--- config.mk ---
export PLATFORM = sky130hd
export DESIGN_NAME = rr_arbiter_8
export DESIGN_NICKNAME = d
export VERILOG_FILES = /design/src/rtl/arb_pkg.sv /design/src/rtl/rr_pick_8.sv /design/src/rtl/rr_arbiter_8.sv
export SDC_FILE = /design/constraint.sdc
export NUM_CORES = 1
export LEC_CHECK = 0
export CAP_MARGIN = 20
export CORE_ASPECT_RATIO = 0.8
export CORE_MARGIN = 4
export CORE_UTILIZATION = 30
export DETAILED_ROUTE_END_ITERATION = 8
export GPL_TIMING_DRIVEN = 0
export PLACE_DENSITY = 0.53
export SLEW_MARGIN = 40
export SYNTH_ARGS = -nofsm -noshare
export SYNTH_HDL_FRONTEND = slang
export SYNTH_HIERARCHICAL = 1
export SYNTH_SLANG_ARGS = --single-unit
--- constraint.sdc ---
create_clock -name clock -period 12.11 [get_ports clock]
set_clock_uncertainty 0.15 [all_clocks]
set_input_delay 1.211 -clock clock [delete_from_list [all_inputs] [get_ports clock]]
set_output_delay 1.211 -clock clock [all_outputs]
set_load 0.02 [all_outputs]
--- src/rtl/arb_pkg.sv ---
// Shared definitions for the 8-way round-robin arbiter: sizes, FSM state
// encoding and small pointer/decode helpers.
package arb_pkg;

    localparam int NUM_REQ = 8;
    localparam int SEL_W   = 3;

    typedef enum logic {
        IDLE  = 1'b0,
        GRANT = 1'b1
    } state_e;

    // Advance a priority pointer by one; the 3-bit width gives the mod-8 wrap.
    function automatic logic [SEL_W-1:0] ptr_inc(input logic [SEL_W-1:0] p);
        return p + 3'd1;
    endfunction

    // Binary index to one-hot request position.
    function automatic logic [NUM_REQ-1:0] sel2onehot(input logic [SEL_W-1:0] s);
        return {{(NUM_REQ-1){1'b0}}, 1'b1} << s;
    endfunction

endpackage

--- src/rtl/rr_pick_8.sv ---
// Rotating priority picker: returns the first set bit of vec_i searching
// from ptr_i upward with mod-8 wrap. Purely combinational.
module rr_pick_8
    import arb_pkg::*;
(
    input  logic [NUM_REQ-1:0] vec_i,
    input  logic [SEL_W-1:0]   ptr_i,
    output logic [SEL_W-1:0]   idx_o,
    output logic               found_o
);

    logic [2*NUM_REQ-1:0] dbl;
    logic [2*NUM_REQ-1:0] shifted;
    logic [NUM_REQ-1:0]   rot;
    logic [SEL_W-1:0]     rel_idx;

    assign dbl     = {vec_i, vec_i};
    assign shifted = dbl >> ptr_i;
    assign rot     = shifted[NUM_REQ-1:0];

    // Priority-encode the rotated vector (bit 0 = position ptr_i) and map back.
    always_comb begin
        rel_idx = '0;
        for (int i = NUM_REQ - 1; i >= 0; i--) begin
            if (rot[i]) rel_idx = SEL_W'(i);
        end
    end

    assign found_o = |vec_i;
    assign idx_o   = rel_idx + ptr_i;

endmodule

--- src/rtl/rr_arbiter_8.sv ---
// Round-robin arbiter for 8 requesters feeding an 8-way mux select.
// The grant is registered and held until the valid/ready handshake; priority
// rotates past the last served requester, and completed handshakes are counted
// with saturation.
// Optional: define ARB_LOCK_EN to add the lock input, which keeps the current
// grant across handshakes for multi-beat bursts.
module rr_arbiter_8
    import arb_pkg::*;
#(
    parameter int RESET_PTR = 0,
    parameter int CNT_WIDTH = 16
) (
    input  logic                 clock,
    input  logic                 reset,
    input  logic [NUM_REQ-1:0]   req,
    input  logic                 out_ready,
`ifdef ARB_LOCK_EN
    input  logic                 lock,
`endif
    output logic [SEL_W-1:0]     grant_sel,
    output logic [NUM_REQ-1:0]   grant_onehot,
    output logic                 grant_valid,
    output logic [NUM_REQ-1:0]   req_ack,
    output logic [CNT_WIDTH-1:0] xfer_count
);

    localparam logic [SEL_W-1:0]     RST_PTR = SEL_W'(RESET_PTR);
    localparam logic [CNT_WIDTH-1:0] CNT_ONE = {{(CNT_WIDTH-1){1'b0}}, 1'b1};

    state_e               state_q, state_d;
    logic [SEL_W-1:0]     sel_q, sel_d;
    logic [NUM_REQ-1:0]   onehot_q, onehot_d;
    logic [SEL_W-1:0]     ptr_q, ptr_d;
    logic [CNT_WIDTH-1:0] cnt_q, cnt_d;

    logic                 hs;
    logic                 lock_hold;
    logic [NUM_REQ-1:0]   pick_vec;
    logic [SEL_W-1:0]     pick_ptr;
    logic [SEL_W-1:0]     pick_idx;
    logic                 pick_found;

    assign hs = (state_q == GRANT) && out_ready;

`ifdef ARB_LOCK_EN
    assign lock_hold = lock;
`else
    assign lock_hold = 1'b0;
`endif

    // In IDLE search raw requests from ptr; in GRANT pre-compute the follow-on
    // grant from the remaining requests, starting just past the current one.
    always_comb begin
        pick_vec = req;
        pick_ptr = ptr_q;
        if (state_q == GRANT) begin
            pick_vec = req & ~onehot_q;
            pick_ptr = ptr_inc(sel_q);
        end
    end

    rr_pick_8 u_pick (
        .vec_i   (pick_vec),
        .ptr_i   (pick_ptr),
        .idx_o   (pick_idx),
        .found_o (pick_found)
    );

    // Next-state: issue grants, hold them until the handshake, then rotate.
    always_comb begin
        state_d  = state_q;
        sel_d    = sel_q;
        onehot_d = onehot_q;
        ptr_d    = ptr_q;
        cnt_d    = cnt_q;
        case (state_q)
            IDLE: begin
                if (pick_found) begin
                    state_d  = GRANT;
                    sel_d    = pick_idx;
                    onehot_d = sel2onehot(pick_idx);
                end
            end
            GRANT: begin
                if (hs) begin
                    if (cnt_q != {CNT_WIDTH{1'b1}}) cnt_d = cnt_q + CNT_ONE;
                    if (!lock_hold) begin
                        ptr_d = ptr_inc(sel_q);
                        if (pick_found) begin
                            sel_d    = pick_idx;
                            onehot_d = sel2onehot(pick_idx);
                        end else begin
                            state_d  = IDLE;
                            onehot_d = '0;
                        end
                    end
                end
            end
            default: state_d = IDLE;
        endcase
    end

    // State and grant registers; reset drops any grant immediately.
    always_ff @(posedge clock or negedge reset) begin
        if (!reset) begin
            state_q  <= IDLE;
            sel_q    <= '0;
            onehot_q <= '0;
            ptr_q    <= RST_PTR;
            cnt_q    <= '0;
        end else begin
            state_q  <= state_d;
            sel_q    <= sel_d;
            onehot_q <= onehot_d;
            ptr_q    <= ptr_d;
            cnt_q    <= cnt_d;
        end
    end

    assign grant_sel    = sel_q;
    assign grant_onehot = onehot_q;
    assign grant_valid  = (state_q == GRANT);
    assign xfer_count   = cnt_q;
    assign req_ack      = hs ? onehot_q : '0;

endmodule

Yosys cells after proc, flatten, opt, wreduce, memory -nomap -nowiden

Cells that the tools add are included.

Flip-flop bits (word level): 31
Input bits: 11
Output and inout bits: 36
Logic and storage cells: 42

Add/subtract/negate cells: 3
Equality and inequality tests: 3
Shifts and indexed selects: 2
Mux-type cells: 21
Bitwise gates (word level): 3
Reduce and logical (&&, ||, !) cells: 5

Operator list:

| cell                    | count |
|---|---|
| $mux W8                 | 5 |
| $mux W3                 | 11 |
| $add A16 B1 Y16 const B | 1 |
| $ne A16 B16 Y1 const B  | 1 |
| $pmux W8 S2             | 1 |
| $shr A16 B3 Y8          | 1 |
| $and A8 B8 Y8           | 1 |
| $not A8 Y8              | 1 |
| $reduce_or A8 Y1        | 1 |
| $shl A1 B3 Y8 const A   | 1 |
| $pmux W3 S2             | 1 |
| $reduce_and A2 Y1       | 2 |
| $add A3 B1 Y3 const B   | 1 |
| $add A3 B3 Y3           | 1 |
| $reduce_and A3 Y1       | 1 |
| $mux W1                 | 2 |
| $ne A2 B1 Y1 const B    | 1 |
| $ne A2 B2 Y1 const B    | 1 |
| $pmux W1 S2             | 1 |
| $logic_and A1 B1 Y1     | 1 |
| $not A1 Y1              | 1 |

Depth between registers and ports, before layout

Depth after elaboration: 17
Depth in mapped cells: 17
Depth with buffers taken out: 15

Hierarchy

Netlist, hierarchy kept.

Modules (own cells, without submodules):

| module       | instances | cells each | area an instance (um^2) | seq. area each (um^2) |
|---|---|---|---|---|
| rr_arbiter_8 | 1         | 151        | 1527.7                  | 775.7 |
| rr_pick_8    | 1         | 50         | 519.2                   | 0.0 |

Worst setup path before layout

OpenSTA, ideal clock, no wires.

Path kind: input-to-reg
Start point: input req[0]
End point: register onehot_q[4], in the netlist grant_onehot[4]
Library setup time: 0.096 ns
Arrival time: 4.011 ns
Required time: 11.864 ns
Path slack: 7.853 ns
Stages on the path: 13
Buffers on the path: 0
Cell sequence: a21boi_0 > mux4_1 > mux2i_1 > o311ai_0 > a21bo_2 > a31oi_1 > ha_1 > inv_1 > fa_1 > xnor2_1 > xnor2_1 > nand3_1 > o31ai_1

Word-level cells in the longest chain between the ends: 16
Elaborated cells on any way between the ends: 20
Classes of those cells: add/sub: 1; eq/ne: 1; shift: 2; mux: 13; bitwise: 1; reduce/logical: 2

RTL lines:

| element               | RTL line            | text |
|---|---|---|
| start, declared       | rr_arbiter_8.sv:15  | `input logic [NUM_REQ-1:0] req,` |
| $and A8 B8 Y8         | rr_arbiter_8.sv:57  | `pick_vec = req & ~onehot_q;` |
| $mux W8 *             | rr_arbiter_8.sv:56  | `if (state_q == GRANT) begin` |
| $shr A16 B3 Y8 *      | rr_pick_8.sv:18     | `assign shifted = dbl >> ptr_i;` |
| $mux W3 (7 in series) | rr_pick_8.sv:25     | `if (rot[i]) rel_idx = SEL_W'(i);` |
| $mux W3 *             | rr_pick_8.sv:25     |  |
| $add A3 B3 Y3 *       | rr_pick_8.sv:30     | `assign idx_o = rel_idx + ptr_i;` |
| named net pick_idx[2] | rr_arbiter_8.sv:40  | `logic [SEL_W-1:0] pick_idx;` |
| $shl A1 B3 Y8 *       | arb_pkg.sv:20       | `return {{(NUM_REQ-1){1'b0}}, 1'b1} << s;` |
| $mux W8               | rr_arbiter_8.sv:89  | `if (pick_found) begin` |
| $mux W8               | rr_arbiter_8.sv:85  | `if (hs) begin` |
| $pmux W8 S2 *         | rr_arbiter_8.sv:76  | `case (state_q)` |
| end signal, assigned  | rr_arbiter_8.sv:114 | `onehot_q <= onehot_d;` |
| end, declared         | rr_arbiter_8.sv:32  | `logic [NUM_REQ-1:0] onehot_q, onehot_d;` |

Mark *: on every way through the listed nets, which the timed path passes. The rest lies on a longest branch. The select of a mux whose other input is x is not followed.
A chain may end at the register's enable or synchronous reset.

Worst setup path in the final report

Start point: input req[3]
End point: register onehot_q[4], in the netlist grant_onehot[4]

Word-level cells in the longest chain between the ends: 16
Elaborated cells on any way between the ends: 20
Classes of those cells: add/sub: 1; eq/ne: 1; shift: 2; mux: 13; bitwise: 1; reduce/logical: 2

RTL lines:

| element               | RTL line           | text |
|---|---|---|
| $and A8 B8 Y8         | rr_arbiter_8.sv:57 |  |
| $mux W8 *             | rr_arbiter_8.sv:56 |  |
| named net pick_vec[3] | rr_arbiter_8.sv:38 | `logic [NUM_REQ-1:0] pick_vec;` |
| $shr A16 B3 Y8 *      | rr_pick_8.sv:18    |  |
| $mux W3 (7 in series) | rr_pick_8.sv:25    |  |
| $mux W3 *             | rr_pick_8.sv:25    |  |
| $add A3 B3 Y3 *       | rr_pick_8.sv:30    |  |
| named net pick_idx[2] | rr_arbiter_8.sv:40 |  |
| $shl A1 B3 Y8 *       | arb_pkg.sv:20      |  |
| $mux W8               | rr_arbiter_8.sv:89 |  |
| $mux W8               | rr_arbiter_8.sv:85 |  |
| $pmux W8 S2 *         | rr_arbiter_8.sv:76 |  |

Marks and branches as above.

==> results.cfg <==
[logic_synthesis]
synth.top_cell.area_share_pct = 37.90
yosysSeqAreaShare_pct = 37.90
synth_area_leaders = sky130_fd_sc_hd__dfrtp_1 (38%), sky130_fd_sc_hd__mux4_1 (9.0%), sky130_fd_sc_hd__nand2_1 (4.6%)
synth_fp_nets = 216
number_of_enable_flip_flop_cells_after_synthesis = 0
synth.most_common_cell = sky130_fd_sc_hd__dfrtp_1
fraction_of_the_mapped_netlist_area_in_adder_cells_pct = 2.812
synth_cell_types = 46
postSynthAreaPerCell_um2 = 10.18
synthArstFlopShare_pct = 100.0
synth_flop_cell = sky130_fd_sc_hd__dfrtp_1
synth_area_leader_cell = sky130_fd_sc_hd__dfrtp_1
syn_std_cell_area_um2 = 2047
synth_top_family_by_area = simple AND/OR/NAND/NOR gates
ys_seq_elements = 31
post_synthesis_cell_count = 201
synth_compound_area_share_pct = 13.94
synth.cells.most_frequent = sky130_fd_sc_hd__dfrtp_1 (31), sky130_fd_sc_hd__nand2_1 (25), sky130_fd_sc_hd__and3_1 (9), sky130_fd_sc_hd__nor2_1 (9), sky130_fd_sc_hd__o21ai_0 (9)
yosys.area_share.xor_xnor_pct = 5.562
synth_simple_gate_area_share_pct = 20.17
ys.warnings.count = 6
mux_contribution_to_synthesized_area_pct = 16.75

[worst_setup_path]
cpMostUsedCell = sky130_fd_sc_hd__xnor2_1
cp_max_fo = 6
setup.worst_path.start_class = input port
required_ns = 12.15
critical_path.endpoint_type = register
path_cells = clkdlybuf4s50_1, a21boi_0, mux4_1, mux2i_1, o311ai_0, a21bo_2, a31oi_1, ha_1, inv_1, fa_1, xnor2_1, xnor2_1, nand3_1, o31ai_1
crit_slowest_cell = sky130_fd_sc_hd__mux4_1
critPathMaxStageDelay_ns = 0.62
worst-endpoint-arrival_ns = 5.17
criticalPathCategory = input port to register

[timing]
number_of_pins_with_negative_max_slew_slack_in_the_final_report = 0
timing_worst_slew_pin_value_ns = 0.6933
timing.final.crit_period_ns = 5.133
max_freq_mhz = 194.8
timing.final.ws_setup_ns = 6.977
timing.max_slew.rel_slack_pct = 53.36
grt_setup_unrepaired = no
report.final.setup_viol = 0
fin_hold_ws_ns = 0.3313
final-hold-violation-count = 0
fin_tns_setup_ns = 0
fin_crit_sh_pct = 42.38

[global_route]
grt_pass1_vias = 1605
globalRoute.totalOverflow = 0
grt_pass1_wl_um = 8611
grt_antenna_before_repair = 0
grtUsageTotal_pct = 13.40
pin_count_of_the_biggest_net_entering_global_routing = 18

[clock_tree]
clkSinkCount = 31
worst_skew_pair.late_latency_ns = 0.28
cts_max_path_buffers = 2
cts.hold.buffers_added = 0
cts_post_setup_buffers_inserted = 0
cts_max_level = 2
path_clk_slew_ns = 0.06
cts_made_buffers = 5
cts.root.buffer_cell = sky130_fd_sc_hd__clkbuf_8
cts_tree = done
cts_resized = 0

[cells_and_area]
diodes = 0
area_growth_pct = 33.62
share_of_cells_above_drive_strength_1_pct = 10.55
final_nets = 270

[route]
wl_per_cell_um = 15.54
via_count = 1750
wl_final_um = 5282
drt_first_iter_violations = 120
drt-vias-per-instance = 5.147
post-route-drc-count = 0
final_antenna_net_count = 0
drtPass1Iterations = 4

[min_path]
holdCritPathClass = register to register

[pwr]
power.ir.vdd_worst_v = 0.0001492
p_leak_nw = 1.160
power_density_nw_per_um2 = 299.5

[run_status]
status = finished, final reports clean

[die]
floorplan.die.height_um = 81.88
boundaryPins = 47
die-width_um = 100.4
design.die.area_um2 = 8217
core-area_um2 = 6506
core.rowCount = 26
starting_density_of_the_core_pct = 31.46

[flow_run]
max_cap_violations = 0

[placed_design]
detailedPlacementHpwl_um = 4084
port-buffer-count = 46
detailedPlace.worstSlack_ns = 6.755
gp_congestion = 0.8474
-- sequential cells by signal, summed over array words and instances, names as in the netlist --
register	flops
grant_valid	1
xfer_count	16
grant_onehot	8
ptr_q	3
grant_sel	3
-- critical path, delay by kind of cell --
kind / cells / cell delay [ns]
muxes: 2 / 0.89
and+or+nand+nor: 1 / 0.32
xor gates and xnor gates: 2 / 0.59
adders and majority gates: 2 / 0.56
buffers and inverters: 2 / 0.45
AOI/OAI and AO/OA: 5 / 1.17
-- stage by stage --
step	util (%)	power (W)	instance area, um2	cells
2_1_floorplan	-	0.0005713	2047	201
4_1_cts	42.04	0.0008234	2735	340
3_5_place_dp	40.50	0.0007308	2635	332
6_report	42.04	0.0008192	2735	340
3_3_place_gp	40.15	0.0007304	2613	331
5_1_grt	42.04	0.0008852	2735	340
-- path summary, 6_finish.rpt --
kind,slack [ns],from,depth (start not counted),endpoint
worst max-delay path,6.98,req[3],14,grant_onehot[4]
min in group asynchronous,0.70,reset,1,xfer_count[6]
worst min register to register,0.33,ptr_q[0],2,ptr_q[0]
max in group asynchronous,10.70,reset,2,grant_onehot[6]
worst max register to register,6.98,grant_valid,15,grant_onehot[4]
worst min-delay path,0.33,ptr_q[0],2,ptr_q[0]
-- where the power goes --
part	internal [W]	switching, W
sequential	0.000136	0.0000311
combinational	0.000250	0.000312
clock	0.0000518	0.0000370
-- layout by cell type, fill, tap and decap left out, types with 2 or more instances in the layout --
cell type,netlist,final
sky130_fd_sc_hd__nor3_1,4,4
sky130_fd_sc_hd__mux2_4,2,2
sky130_fd_sc_hd__nand3b_1,2,2
sky130_fd_sc_hd__nand2b_1,4,4
sky130_fd_sc_hd__nand3_1,5,5
sky130_fd_sc_hd__buf_2,2,3
sky130_fd_sc_hd__a41oi_1,2,2
sky130_fd_sc_hd__nand4_1,5,5
sky130_fd_sc_hd__o211ai_1,2,2
sky130_fd_sc_hd__nand2_1,25,25
sky130_fd_sc_hd__nor4_1,5,5
sky130_fd_sc_hd__or3_1,2,2
sky130_fd_sc_hd__and3_1,9,9
sky130_fd_sc_hd__mux2_2,7,7
sky130_fd_sc_hd__inv_1,7,7
sky130_fd_sc_hd__ha_1,3,3
sky130_fd_sc_hd__xor2_1,5,5
sky130_fd_sc_hd__mux2i_1,5,5
sky130_fd_sc_hd__clkdlybuf4s50_1,0,45
sky130_fd_sc_hd__mux4_1,7,7
sky130_fd_sc_hd__a21boi_0,8,8
sky130_fd_sc_hd__xnor2_1,8,8
sky130_fd_sc_hd__clkbuf_8,0,7
sky130_fd_sc_hd__a31oi_1,2,2
sky130_fd_sc_hd__clkbuf_1,3,4
sky130_fd_sc_hd__dfrtp_1,31,31
sky130_fd_sc_hd__o31ai_1,4,4
sky130_fd_sc_hd__o21ai_0,9,9
sky130_fd_sc_hd__nor2_1,9,9
sky130_fd_sc_hd__a21oi_1,6,6
-- cells by family (layout without fill, tap and decap cells) --
logic type / Yosys count / in the layout
DFF: 31 / 31
muxes: 21 / 21
adders and majority gates: 4 / 4
xor gates and xnor gates: 13 / 13
and+or+nand+nor: 78 / 78
buffers and inverters: 13 / 68
AOI/OAI and AO/OA: 41 / 41
-- layer usage --
layer	track usage (%)	part of all wire [%]	routed length, um	vias to the layer above
li1	-	-	-	864
met1	21.02	54	2849	826
met2	18.06	40	2124	55
met3	2.632	4.9	260	5
met4	4.038	0.89	47	0
met5	0	0	0	-
-- layout make-up --
cell class                      instances  area, um2
Fill cell                             636       3771
Multi-Input combinational cell        157       1212
Sequential cell                        31      775.7
Timing Repair Buffer                   47      483.0
Tap cell                               84      105.1
Clock buffer                            8      100.1
Buffer                                  6      32.53
Inverter                                7      26.28
Power figures use the tool's default switching activity.
